**config.mk**
```make
export PLATFORM = sky130hd
export DESIGN_NAME = fetch_unit
export DESIGN_NICKNAME = d
export VERILOG_FILES = /design/src/rtl/fetch_pkg.sv /design/src/rtl/fetch_unit_pc_reg.sv /design/src/rtl/fetch_unit.sv
export SDC_FILE = /design/constraint.sdc
export NUM_CORES = 1
export LEC_CHECK = 0
export BUFFER_PORTS_ARGS = -buffer_cell sky130_fd_sc_hd__clkbuf_2
export CORE_UTILIZATION = 42
export CTS_BUF_LIST = sky130_fd_sc_hd__clkbuf_16
export CTS_CLUSTER_DIAMETER = 50
export DETAILED_ROUTE_END_ITERATION = 8
export PLACE_DENSITY_LB_ADDON = 0.1
export SLEW_MARGIN = 20
export SYNTH_ARGS = -nofsm -noshare
export SYNTH_HDL_FRONTEND = slang
export SYNTH_SLANG_ARGS = --single-unit
```
**constraint.sdc**
```tcl
create_clock -name clk -period 1.73 [get_ports clk]
set_input_delay 0.519 -clock clk [delete_from_list [all_inputs] [get_ports clk]]
set_output_delay 0.519 -clock clk [all_outputs]
set_load 0.02 [all_outputs]
```
**src/rtl/fetch_pkg.sv**
```systemverilog
// Shared types and helpers for the instruction-fetch stage.
package fetch_pkg;

    localparam int INSTR_W = 8;

    typedef enum logic {RUN, HALTED} fetch_state_t;

    // Wraps at the memory depth rather than at 2**PC_W, so non-power-of-two depths work.
    function automatic int unsigned next_pc(input int unsigned pc, input int unsigned depth);
        return (pc == depth - 1) ? 0 : pc + 1;
    endfunction

endpackage

```
**src/rtl/fetch_unit_pc_reg.sv**
```systemverilog
// Program counter: redirect with out-of-range clamp, increment-with-wrap, hold.
module pc_reg
    import fetch_pkg::*;
#(
    parameter  int IMEM_DEPTH = 4,
    parameter  int RESET_PC   = 0,
    localparam int PC_W       = $clog2(IMEM_DEPTH)
) (
    input  logic            clk,
    input  logic            reset,
    input  logic            load,
    input  logic [PC_W-1:0] target,
    input  logic            incr,
    output logic [PC_W-1:0] pc,
    output logic            bad_target
);

    logic target_oob;

    assign target_oob = (32'(target) >= 32'(IMEM_DEPTH));

    always_ff @(posedge clk) begin
        if (reset) begin
            pc         <= PC_W'(RESET_PC);
            bad_target <= 1'b0;
        end else begin
            bad_target <= 1'b0;
            if (load) begin
                if (target_oob) begin
                    pc         <= '0;
                    bad_target <= 1'b1;
                end else begin
                    pc <= target;
                end
            end else if (incr) begin
                pc <= PC_W'(next_pc(32'(pc), IMEM_DEPTH));
            end
        end
    end

endmodule

```
**src/rtl/fetch_unit.sv**
```systemverilog
// Fetch stage: owns the PC, captures instruction memory output into the IR and
// hands it to the decoder over valid/ready, with branch redirect and halt/resume.
//
// state  | meaning
// RUN    | fetching whenever the IR is free or being consumed
// HALTED | no fetch, PC frozen; a held IR can still drain
module fetch_unit
    import fetch_pkg::*;
#(
    parameter  int IMEM_DEPTH = 4,
    parameter  int RESET_PC   = 0,
    localparam int PC_W       = $clog2(IMEM_DEPTH)
) (
    input  logic               clk,
    input  logic               reset,
    output logic [PC_W-1:0]    pc_value,
    input  logic [INSTR_W-1:0] instruction,
    output logic [INSTR_W-1:0] ir_out,
    output logic [PC_W-1:0]    ir_pc,
    output logic               ir_valid,
    input  logic               ir_ready,
    input  logic               branch_taken,
    input  logic [PC_W-1:0]    branch_target,
    input  logic               halt,
    input  logic               resume,
    output logic               halted,
    output logic               bad_target
);

    fetch_state_t state;
    logic         handshake;
    logic         loadable;
    logic         fetch_en;

    assign handshake = ir_valid && ir_ready;
    assign loadable  = !ir_valid || handshake;
    assign fetch_en  = (state == RUN) && !branch_taken && !halt && loadable;
    assign halted    = (state == HALTED);

    pc_reg #(
        .IMEM_DEPTH (IMEM_DEPTH),
        .RESET_PC   (RESET_PC)
    ) u_pc_reg (
        .clk        (clk),
        .reset      (reset),
        .load       (branch_taken),
        .target     (branch_target),
        .incr       (fetch_en),
        .pc         (pc_value),
        .bad_target (bad_target)
    );

    always_ff @(posedge clk) begin
        if (reset) begin
            state    <= RUN;
            ir_out   <= '0;
            ir_pc    <= '0;
            ir_valid <= 1'b0;
        end else begin
            case (state)
                RUN: begin
                    if (branch_taken) begin
                        ir_valid <= 1'b0;
                    end else if (halt) begin
                        state <= HALTED;
                        if (handshake) ir_valid <= 1'b0;
                    end else if (loadable) begin
                        ir_out   <= instruction;
                        ir_pc    <= pc_value;
                        ir_valid <= 1'b1;
                    end
                end
                HALTED: begin
                    if (branch_taken || handshake) ir_valid <= 1'b0;
                    if (resume) state <= RUN;
                end
                default: state <= RUN;
            endcase
        end
    end

endmodule
```
==> results.sh <==
export IMPL_synth_avg_cell_area_sq_um=8.69
export IMPL_ir_drop_uv=675
export IMPL_worstPathRequired_ns=1.88
export IMPL_n_antenna_cell=0
export IMPL_crit_family="simple AND/OR/NAND/NOR gates"
export IMPL_cts_root_buf="clkbuf_16"
export IMPL_period_needed_ns=1.35
export IMPL_worstSetupStartpointType="primary input"
export IMPL_crit_chain="clkbuf_2 -> or2_1 -> or4_1 -> a311oi_1"
export IMPL_post_place_ws_ns=0.137
export IMPL_cts_tree="yes"
export IMPL_hold_ws_ns=0.473
export IMPL_postCtsResizedCells=0
export IMPL_slew_viol_final=0
export IMPL_cts_setup_buffers=0
export IMPL_htree_num_levels=1
export IMPL_ys_top_cells_by_area="dfxtp_1 45%, o31ai_1 12%, nand4_1 9.1%"
export IMPL_largest_reg_flops=8
export IMPL_dp_final_hpwl_microns=1050
export IMPL_grt_pass1_wl_microns=2400
export IMPL_die_y_microns=40.3
export IMPL_syn_nets=87
export IMPL_yosys_warnings=0
export IMPL_hold_buffers=0
export IMPL_grt_use_total=0.225
export IMPL_cp_arrival_ns=1.50
export IMPL_fin_nets=120
export IMPL_drt_initial_drc_count=21
export IMPL_stdcell_count=118
export IMPL_path_buf_inv=1
export IMPL_die_w_microns=40.3
export IMPL_port_buffers=29
export IMPL_fin_crit_sh=0.782
export IMPL_synth_most_common_cell="dfxtp_1"
export IMPL_yosys_area_top_type="dfxtp_1"
export IMPL_via_per_inst=5.60
export IMPL_yosysUniqueCellTypes=19
export IMPL_start_util=0.462
export IMPL_syn2layout_area_growth_pct=41.8
export IMPL_std_cell_rows=13
export IMPL_synth_area_sq_um=617
export IMPL_grt_max_degree=16
export IMPL_setup_violations=0
export IMPL_dieArea_sq_um=1630
export IMPL_synth_edf_count=0
export IMPL_finalWirelength_microns=1560
export IMPL_endpoint_kind="register"
export IMPL_clock_latency_ns=0.24
export IMPL_drive_above_1_share=0.379
export IMPL_synth_seq_area_share=0.454
export IMPL_powerDensity_nw_per_um2=1050
export IMPL_place_congestion=0.740
export IMPL_clock_sinks=14
export IMPL_status="finished, final reports clean"
export IMPL_maxCapViolations=0
export IMPL_grt_antenna_before_repair=0
export IMPL_cts_buffers_inserted=3
export IMPL_ys_async_sr_fraction=0
export IMPL_synth_top_cell_area_share=0.454
export IMPL_ys_top_cells_by_count="14 x dfxtp_1, 10 x a21oi_1, 10 x o31ai_1"
export IMPL_post_place_cells=114
export IMPL_pin_count=31
export IMPL_setup_tns_ns=0
export IMPL_core_region_area_sq_um=1330
export IMPL_firstDrtPassIters=4
export IMPL_synth_seq_cells=14
export IMPL_worst_path_max_fanout=3
export IMPL_cp_slowest_cell="or4_1"
export IMPL_cts_buffer_depth=2
export IMPL_fmax_mhz=739
export IMPL_rsz0062_at_grt="no"
export IMPL_vias=661
export IMPL_drc=0
export IMPL_fin_ws_ns=0.377
export IMPL_critPathKind="primary input to register"
export IMPL_hp_class="register to register"
export IMPL_syn_inst=71
export IMPL_final_util=0.656
export IMPL_cp_slowest_stage_delay_ns=0.40
export IMPL_wire_per_inst_microns=13.2
export IMPL_overflow=0
export IMPL_postRouteAntennaNets=0
export IMPL_final_hold_viol_count=0
export IMPL_skew_ns=0.00197
export IMPL_p_leak_uw=0.000391
export IMPL_synthFlopType="dfxtp_1"
export IMPL_clkTransAtPathRegs_ns=0.05
export IMPL_grt_pass1_vias=546
kinds of logic (layout without fill, tap and decap cells):
group	after synthesis	after routing	share of synthesized area
other cells	1	1	0.00608
buf+inv	9	41	0.0609
mux	1	1	0.0162
compound gates	24	24	0.256
simple gates	22	22	0.207
flops	14	14	0.454
cell usage in the layout (no fill, tap or decap):
cell type,n
a311oi_1,1
o31ai_1,10
nor3_1,1
nor2b_1,2
mux2i_1,1
or2_1,1
inv_1,2
conb_1,1
nor2_2,1
a2111oi_0,1
a211oi_1,2
a21oi_1,10
nand2b_1,3
clkbuf_2,29
clkinv_1,1
or4_1,1
buf_4,6
clkbuf_16,3
nand4_1,9
nor2_1,4
dfxtp_1,14
through the flow:
stage               cell area [sq um]  total power, uW
floorplan                         617              431
global placement                  796              484
detailed placement                796              485
CTS                               875              926
global route                      875              953
finish                            875              916
layout make-up:
cell class,instances,area [sq um]
tap,15,18.8
inverter,2,7.51
clock inverter,1,3.75
timing repair buffer,35,190
clock buffer,3,75.1
multi-input combinational,48,299
fill,117,459
sequential,14,280
where the power goes:
group	internal, uW	switching, uW
Combinational	51.3	76.5
Sequential	340	12.0
Clock	305	130
worst paths after layout:
path / slack, ns / depth (start not counted) / end / startpoint
hold / removal: 0.47 / 2 / ir_out[2] / ir_out[2]
setup / recovery: 0.38 / 4 / u_pc_reg.pc[1] / halt
setup reg to reg: 0.40 / 3 / u_pc_reg.pc[1] / halted
hold reg to reg: 0.47 / 2 / ir_out[2] / ir_out[2]
worst reg2reg max path: cells and delay by family (launching register included):
kind               cells  cell delay [ns]
DFF                    1             0.33
and+or+nand+nor        2             0.66
AOI/OAI and AO/OA      1             0.25
routing by layer:
layer | wire length (microns) | share of wire | up-vias | GRT usage
met1 | 717 | 0.46 | 305 | 0.293
met3 | 84 | 0.054 | 2 | 0.0500
li1 | - | - | 332 | -
met5 | 0 | 0 | - | 0
met4 | 12 | 0.0077 | 0 | 0.125
met2 | 748 | 0.48 | 22 | 0.337
(Power assumes the default switching activity.)
